File: src/rtl/branch_client_pkg.sv
// Shared types and constants for the branch client slice.
package branch_client_pkg;

  // Default width of the hit/miss statistics counters.
  localparam int CNT_W_DEF = 8;

  // Transaction FSM states.
  typedef enum logic [2:0] {
    ST_IDLE     = 3'd0,
    ST_REQ      = 3'd1,
    ST_SAMPLE   = 3'd2,
    ST_WAIT_OUT = 3'd3,
    ST_RESOLVE  = 3'd4
  } state_e;

endpackage

File: src/rtl/branch_client_if.sv
// Handshake bundle between branch_client, the predictor and the execute stream.
interface branch_client_if;
  logic start;
  logic outcome_valid;
  logic outcome_taken;
  logic prediction;
  logic request;
  logic result;
  logic taken;

  modport master (
    input  start, outcome_valid, outcome_taken, prediction,
    output request, result, taken
  );

  modport slave (
    output start, outcome_valid, outcome_taken, prediction,
    input  request, result, taken
  );
endinterface

File: src/rtl/branch_client_sat_counter.sv
// Saturating up-counter: sticks at all-ones instead of wrapping.
module sat_counter
  import branch_client_pkg::*;
#(
  parameter int CNT_W = CNT_W_DEF
) (
  input  logic             clk,
  input  logic             rst_n,
  input  logic             inc,
  output logic [CNT_W-1:0] count
);

  localparam logic [CNT_W-1:0] CNT_MAX = {CNT_W{1'b1}};
  localparam logic [CNT_W-1:0] CNT_ONE = {{(CNT_W-1){1'b0}}, 1'b1};

  logic [CNT_W-1:0] count_r;

  // Count enabled increments, holding at the maximum value.
  always_ff @(posedge clk or negedge rst_n) begin
    if (!rst_n) begin
      count_r <= {CNT_W{1'b0}};
    end else if (inc && (count_r != CNT_MAX)) begin
      count_r <= count_r + CNT_ONE;
    end
  end

  assign count = count_r;

endmodule

File: src/rtl/branch_client.sv
// Branch client: requests a prediction, pairs it with the actual outcome,
// reports the resolution to the predictor and keeps hit/miss statistics.
module branch_client
  import branch_client_pkg::*;
#(
  parameter int CNT_W = CNT_W_DEF
) (
  input  logic             clk,
  input  logic             rst_n,
  branch_client_if.master  bus,
  output logic             busy,
  output logic             pred_valid,
  output logic             pred_q,
  output logic             mispredict,
  output logic [CNT_W-1:0] hit_count,
  output logic [CNT_W-1:0] miss_count
);

  state_e state_r;
  logic   ready_r;      // low for the first edge after reset release
  logic   request_r;
  logic   result_r;
  logic   taken_r;
  logic   busy_r;
  logic   pred_valid_r;
  logic   pred_q_r;
  logic   mispredict_r;
  logic   lat_valid_r;  // one-entry outcome buffer, first outcome wins
  logic   lat_taken_r;

  logic   go_s;
  logic   dir_s;
  logic   hit_inc_s;
  logic   miss_inc_s;

  // In SAMPLE the buffered outcome takes priority over a live one.
  assign go_s  = lat_valid_r | bus.outcome_valid;
  assign dir_s = lat_valid_r ? lat_taken_r : bus.outcome_taken;

  // Transaction FSM with registered strobes; pulses default low each cycle.
  always_ff @(posedge clk or negedge rst_n) begin
    if (!rst_n) begin
      state_r      <= ST_IDLE;
      ready_r      <= 1'b0;
      request_r    <= 1'b0;
      result_r     <= 1'b0;
      taken_r      <= 1'b0;
      busy_r       <= 1'b0;
      pred_valid_r <= 1'b0;
      pred_q_r     <= 1'b0;
      mispredict_r <= 1'b0;
      lat_valid_r  <= 1'b0;
      lat_taken_r  <= 1'b0;
    end else begin
      ready_r      <= 1'b1;
      request_r    <= 1'b0;
      result_r     <= 1'b0;
      taken_r      <= 1'b0;
      pred_valid_r <= 1'b0;
      mispredict_r <= 1'b0;
      case (state_r)
        ST_IDLE: begin
          if (bus.start && ready_r) begin
            state_r   <= ST_REQ;
            request_r <= 1'b1;
            busy_r    <= 1'b1;
          end
        end
        ST_REQ: begin
          state_r <= ST_SAMPLE;
          if (bus.outcome_valid) begin
            lat_valid_r <= 1'b1;
            lat_taken_r <= bus.outcome_taken;
          end
        end
        ST_SAMPLE: begin
          pred_q_r     <= bus.prediction;
          pred_valid_r <= 1'b1;
          if (go_s) begin
            state_r      <= ST_RESOLVE;
            result_r     <= 1'b1;
            taken_r      <= dir_s;
            mispredict_r <= bus.prediction ^ dir_s;
            lat_valid_r  <= 1'b0;
          end else begin
            state_r <= ST_WAIT_OUT;
          end
        end
        ST_WAIT_OUT: begin
          if (bus.outcome_valid) begin
            state_r      <= ST_RESOLVE;
            result_r     <= 1'b1;
            taken_r      <= bus.outcome_taken;
            mispredict_r <= pred_q_r ^ bus.outcome_taken;
          end
        end
        ST_RESOLVE: begin
          state_r <= ST_IDLE;
          busy_r  <= 1'b0;
        end
        default: begin
          state_r     <= ST_IDLE;
          busy_r      <= 1'b0;
          lat_valid_r <= 1'b0;
        end
      endcase
    end
  end

  // Statistics update on the edge leaving RESOLVE.
  assign hit_inc_s  = (state_r == ST_RESOLVE) && (pred_q_r == taken_r);
  assign miss_inc_s = (state_r == ST_RESOLVE) && (pred_q_r != taken_r);

  sat_counter #(.CNT_W(CNT_W)) u_hit (
    .clk   (clk),
    .rst_n (rst_n),
    .inc   (hit_inc_s),
    .count (hit_count)
  );

  sat_counter #(.CNT_W(CNT_W)) u_miss (
    .clk   (clk),
    .rst_n (rst_n),
    .inc   (miss_inc_s),
    .count (miss_count)
  );

  assign bus.request = request_r;
  assign bus.result  = result_r;
  assign bus.taken   = taken_r;
  assign busy        = busy_r;
  assign pred_valid  = pred_valid_r;
  assign pred_q      = pred_q_r;
  assign mispredict  = mispredict_r;

endmodule

File: src/flat_wrapper.sv
// flat-port wrapper written by rule: the top's interface ports become plain ports
module branch_client_flat import branch_client_pkg::*;
#(
  parameter int CNT_W = CNT_W_DEF
)
  (clk, rst_n, busy, pred_valid, pred_q, mispredict, hit_count, miss_count, bus_start, bus_outcome_valid, bus_outcome_taken, bus_prediction, bus_request, bus_result, bus_taken);
  branch_client_if bus_i ();
  input  logic clk;
  input  logic rst_n;
  output logic busy;
  output logic pred_valid;
  output logic pred_q;
  output logic mispredict;
  output logic [CNT_W-1:0] hit_count;
  output logic [CNT_W-1:0] miss_count;
  input wire logic [$bits(bus_i.start)-1:0] bus_start;
  input wire logic [$bits(bus_i.outcome_valid)-1:0] bus_outcome_valid;
  input wire logic [$bits(bus_i.outcome_taken)-1:0] bus_outcome_taken;
  input wire logic [$bits(bus_i.prediction)-1:0] bus_prediction;
  output wire logic [$bits(bus_i.request)-1:0] bus_request;
  output wire logic [$bits(bus_i.result)-1:0] bus_result;
  output wire logic [$bits(bus_i.taken)-1:0] bus_taken;
  assign bus_i.start = bus_start;
  assign bus_i.outcome_valid = bus_outcome_valid;
  assign bus_i.outcome_taken = bus_outcome_taken;
  assign bus_i.prediction = bus_prediction;
  assign bus_request = bus_i.request;
  assign bus_result = bus_i.result;
  assign bus_taken = bus_i.taken;
  branch_client #(.CNT_W(CNT_W)) u_core (.clk(clk), .rst_n(rst_n), .bus(bus_i), .busy(busy), .pred_valid(pred_valid), .pred_q(pred_q), .mispredict(mispredict), .hit_count(hit_count), .miss_count(miss_count));
endmodule
File: config.mk
export PLATFORM = sky130hd
export DESIGN_NAME = branch_client_flat
export DESIGN_NICKNAME = d
export VERILOG_FILES = /design/src/rtl/branch_client_pkg.sv /design/src/rtl/branch_client_if.sv /design/src/rtl/branch_client_sat_counter.sv /design/src/rtl/branch_client.sv /design/src/flat_wrapper.sv
export SDC_FILE = /design/constraint.sdc
export NUM_CORES = 1
export LEC_CHECK = 0
export CAP_MARGIN = 20
export CELL_PAD_IN_SITES_DETAIL_PLACEMENT = 0
export CELL_PAD_IN_SITES_GLOBAL_PLACEMENT = 1
export CORE_MARGIN = 5
export CORE_UTILIZATION = 30
export CTS_CLUSTER_DIAMETER = 150
export DETAILED_ROUTE_END_ITERATION = 12
export PLACE_DENSITY_LB_ADDON = 0.1
export SLEW_MARGIN = 40
export SYNTH_ARGS = -nofsm -noshare
export SYNTH_HDL_FRONTEND = slang
export SYNTH_SLANG_ARGS = --single-unit
File: constraint.sdc
create_clock -name clk -period 3.7 [get_ports clk]
set_input_delay 0.74 -clock clk [delete_from_list [all_inputs] [get_ports clk]]
set_output_delay 0.74 -clock clk [all_outputs]
set_load 0.005 [all_outputs]
==> results.yml <==
outcome:
  status: "complete, no violations"
cts:
  cts_hold_buf: 0
  cts_tree: "done"
  post-cts-setup-buffer-count: 0
  clock_path_buffers: 2
  htree_levels: 2
  cts_root_buf: "clkbuf_8"
  cts.clk_slew.worst_paths_ps: 70
  numCtsBuffers: 5
  clkSinkCount: 29
  clk_latency_ps: 280
  ctsResizeCount: 0
yosys:
  synth_ff_type: "dfrtp_1"
  yosysSeqAreaShare_pct: 53.9
  async_flop_share_pct: 100
  synth_area_leaders: "dfrtp_1 54%, mux2_2 6.7%, xor2_1 4.6%, nand3_1 4.1%, nand2_1 3.6%"
  syn_area_per_cell_um2: 10.6
  synthCells: 127
  synth_edf_count: 0
  synth_seq_cells: 29
  synth_most_common_cell: "dfrtp_1"
  post-synth-top-area-cell: "dfrtp_1"
  synth_common_cells: "29 x dfrtp_1, 13 x nand2_1, 12 x nor2_1"
  syn_nets: 135
  synth.distinct_cells: 27
  netlist.area_leader.share_pct: 53.9
  synth_warnings: 0
  syn-cell-area_mm2: 0.00135
worst_setup_path:
  r2r_setup_slack_ps: 1840
  critPathKind: "flop to output port"
  timing.rr.end: "u_core.u_miss.count[7]"
  worst_path_largest_cell_delay_ps: 550
  end_kind: "output port"
  cp_num_buf_inv: 1
  cp_top_family: "buffers and inverters"
  critPathLaunchType: "flop"
  arrival_ps: 1300
  cp_slowest_cell: "clkdlybuf4s50_1"
  reg2reg_depth: 4
  r2r-start: "u_core.pred_q"
  worstPathRequired_ps: 2960
  crit_path_max_fanout: 8
  path_cells: "clkdlybuf4s50_1"
grt:
  overflow: 0
  grt_max_degree: 30
  antenna_found_initial: 0
  grt_usage_pct: 10.7
  grt_pass1_vias: 1087
  grt_pass1_wl_mm: 5.09
floorplanning:
  fp.dieW_um: 77.0
  die_area_mm2: 0.00593
  io_pins: 29
  dieHeight_um: 77.0
  start_util_pct: 30.9
  rows: 24
  coreArea_mm2: 0.00435
finish:
  drive_gt1_share_pct: 13.0
  diodes: 0
  fillers: 415
  design_area_mm2: 0.00179
  nNetsFinal: 169
  syn_to_final_growth_pct: 33.2
timing:
  fin_crit_sh_pct: 55.2
  max_freq_mhz: 490
  rsz0062_at_grt: "false"
  hold_viol: 0
  setup_viol: 0
  tns_ps: 0
  fin_worst_skew_ps: 6.64
  period_minus_slack_ps: 2040
  finalMaxSlewViolations: 0
pwr:
  clockPowerShare_pct: 25.6
  p_int_w: 0.000780
  power_frac_seq_pct: 44.7
  power.switching_w: 0.000351
  combPwrFrac_pct: 29.7
  power_density_mw_per_mm2: 631
  ir_drop_v: 0.000279
  swShare_pct: 31.0
  leakagePower_nw: 0.788
routing:
  drt-total-wl_mm: 2.82
  first_pass_iters: 4
  via_per_inst: 4.90
  routedWlPerCell_um: 13.2
  first_iter_violations: 36
  vias: 1049
  drc: 0
  antenna_left: 0
min_path:
  hold_class: "flop to flop"
  hold_path_startpoint: "u_core.busy"
  hold_depth: 2
  hold_end: "u_core.busy"
placement:
  gp_congestion: 0.781
  port_buffers: 28
  dp_hpwl_mm: 2.02
  placed_area_mm2: 0.00169
flow_run:
  drv_cap: 0
[kinds of logic (layout without fill, tap and decap cells)]
| kind of cell | Yosys count | after routing | share of synthesized area (%) |
|---|---|---|---|
| AOI/OAI and AO/OA | 14 | 14 | 5.95 |
| xor gates and xnor gates | 11 | 11 | 7.16 |
| adders and majority gates | 2 | 2 | 1.86 |
| buffers and inverters | 6 | 41 | 1.67 |
| DFF | 29 | 29 | 53.9 |
| muxes | 9 | 9 | 7.44 |
| other | 1 | 1 | 0.279 |
| and+or+nand+nor | 55 | 55 | 21.7 |
[metal layers]
metal / vias up / GRT usage (%) / wire [um]
met5: - / 0 / 0
met4: 0 / 4.64 / 43
li1: 506 / - / -
met2: 23 / 17.5 / 1390
met3: 5 / 4.45 / 166
met1: 515 / 12.2 / 1220
[power groups by stage]
stage	clock network [W]	registers [W]	logic, W
floorplan	0	0.000479	0.000188
global placement	0	0.000512	0.000342
detailed placement	0	0.000514	0.000345
CTS	0.000307	0.000508	0.000346
global route	0.000321	0.000524	0.000377
finish	0.000289	0.000506	0.000336
[cells in the final DEF, fill, tap and decap left out, types with 4 or more instances in the layout]
cell type	Yosys	layout
clkdlybuf4s50_1	0	28
nor2b_1	4	4
clkbuf_8	0	7
nor2_1	12	12
nand3_1	11	11
mux2_2	8	8
dfrtp_1	29	29
a21oi_1	7	7
xor2_1	7	7
inv_1	4	4
xnor2_1	4	4
nand2_1	13	13
[final cells by class]
cell class                 instances  area (um2)  area share, %
timing repair buffer              29         288           16.1
inverter                           4        15.0          0.837
clock inverter                     1        5.00          0.279
tap                               52        65.1           3.63
clock buffer                       7        96.3           5.37
multi-input combinational         92         598           33.4
sequential                        29         726           40.5
[metrics by stage]
step | setup WS, ps | total power (W) | util (%) | hold WS, ps | cells
6_report | 1660 | 0.00113 | 41.2 | 515 | 214
5_1_grt | 1560 | 0.00122 | 41.2 | 549 | 214
4_1_cts | 1630 | 0.00116 | 41.2 | 525 | 214
3_5_place_dp | 1720 | 0.000859 | 38.9 | 514 | 206
3_3_place_gp | 1750 | 0.000854 | 38.9 | 505 | 206
2_1_floorplan | 1960 | 0.000667 | - | 444 | 127
[flip-flops by register name (all words and copies together) (netlist names)]
name                 count
u_core.pred_q            1
u_core.u_miss.count      8
u_core.ready_r           1
u_core.bus.taken         1
u_core.lat_valid_r       1
u_core.pred_valid        1
u_core.u_hit.count       8
u_core.bus.result        1
u_core.bus.request       1
u_core.busy              1
u_core.lat_taken_r       1
u_core.mispredict        1
u_core.state_r           3
[worst max-delay path by stage]
stage / startpoint / to / cells after the start
final: u_core.u_hit.count[2] / hit_count[2] / 1
after global placement: bus_outcome_valid / u_core.lat_taken_r / 4
after CTS: u_core.u_hit.count[2] / hit_count[2] / 1
after global routing: u_core.u_hit.count[2] / hit_count[2] / 1
after floorplan: u_core.pred_q / u_core.u_miss.count[7] / 4
after detailed placement: bus_outcome_valid / u_core.lat_taken_r / 4
Power figures use the tool's default switching activity.
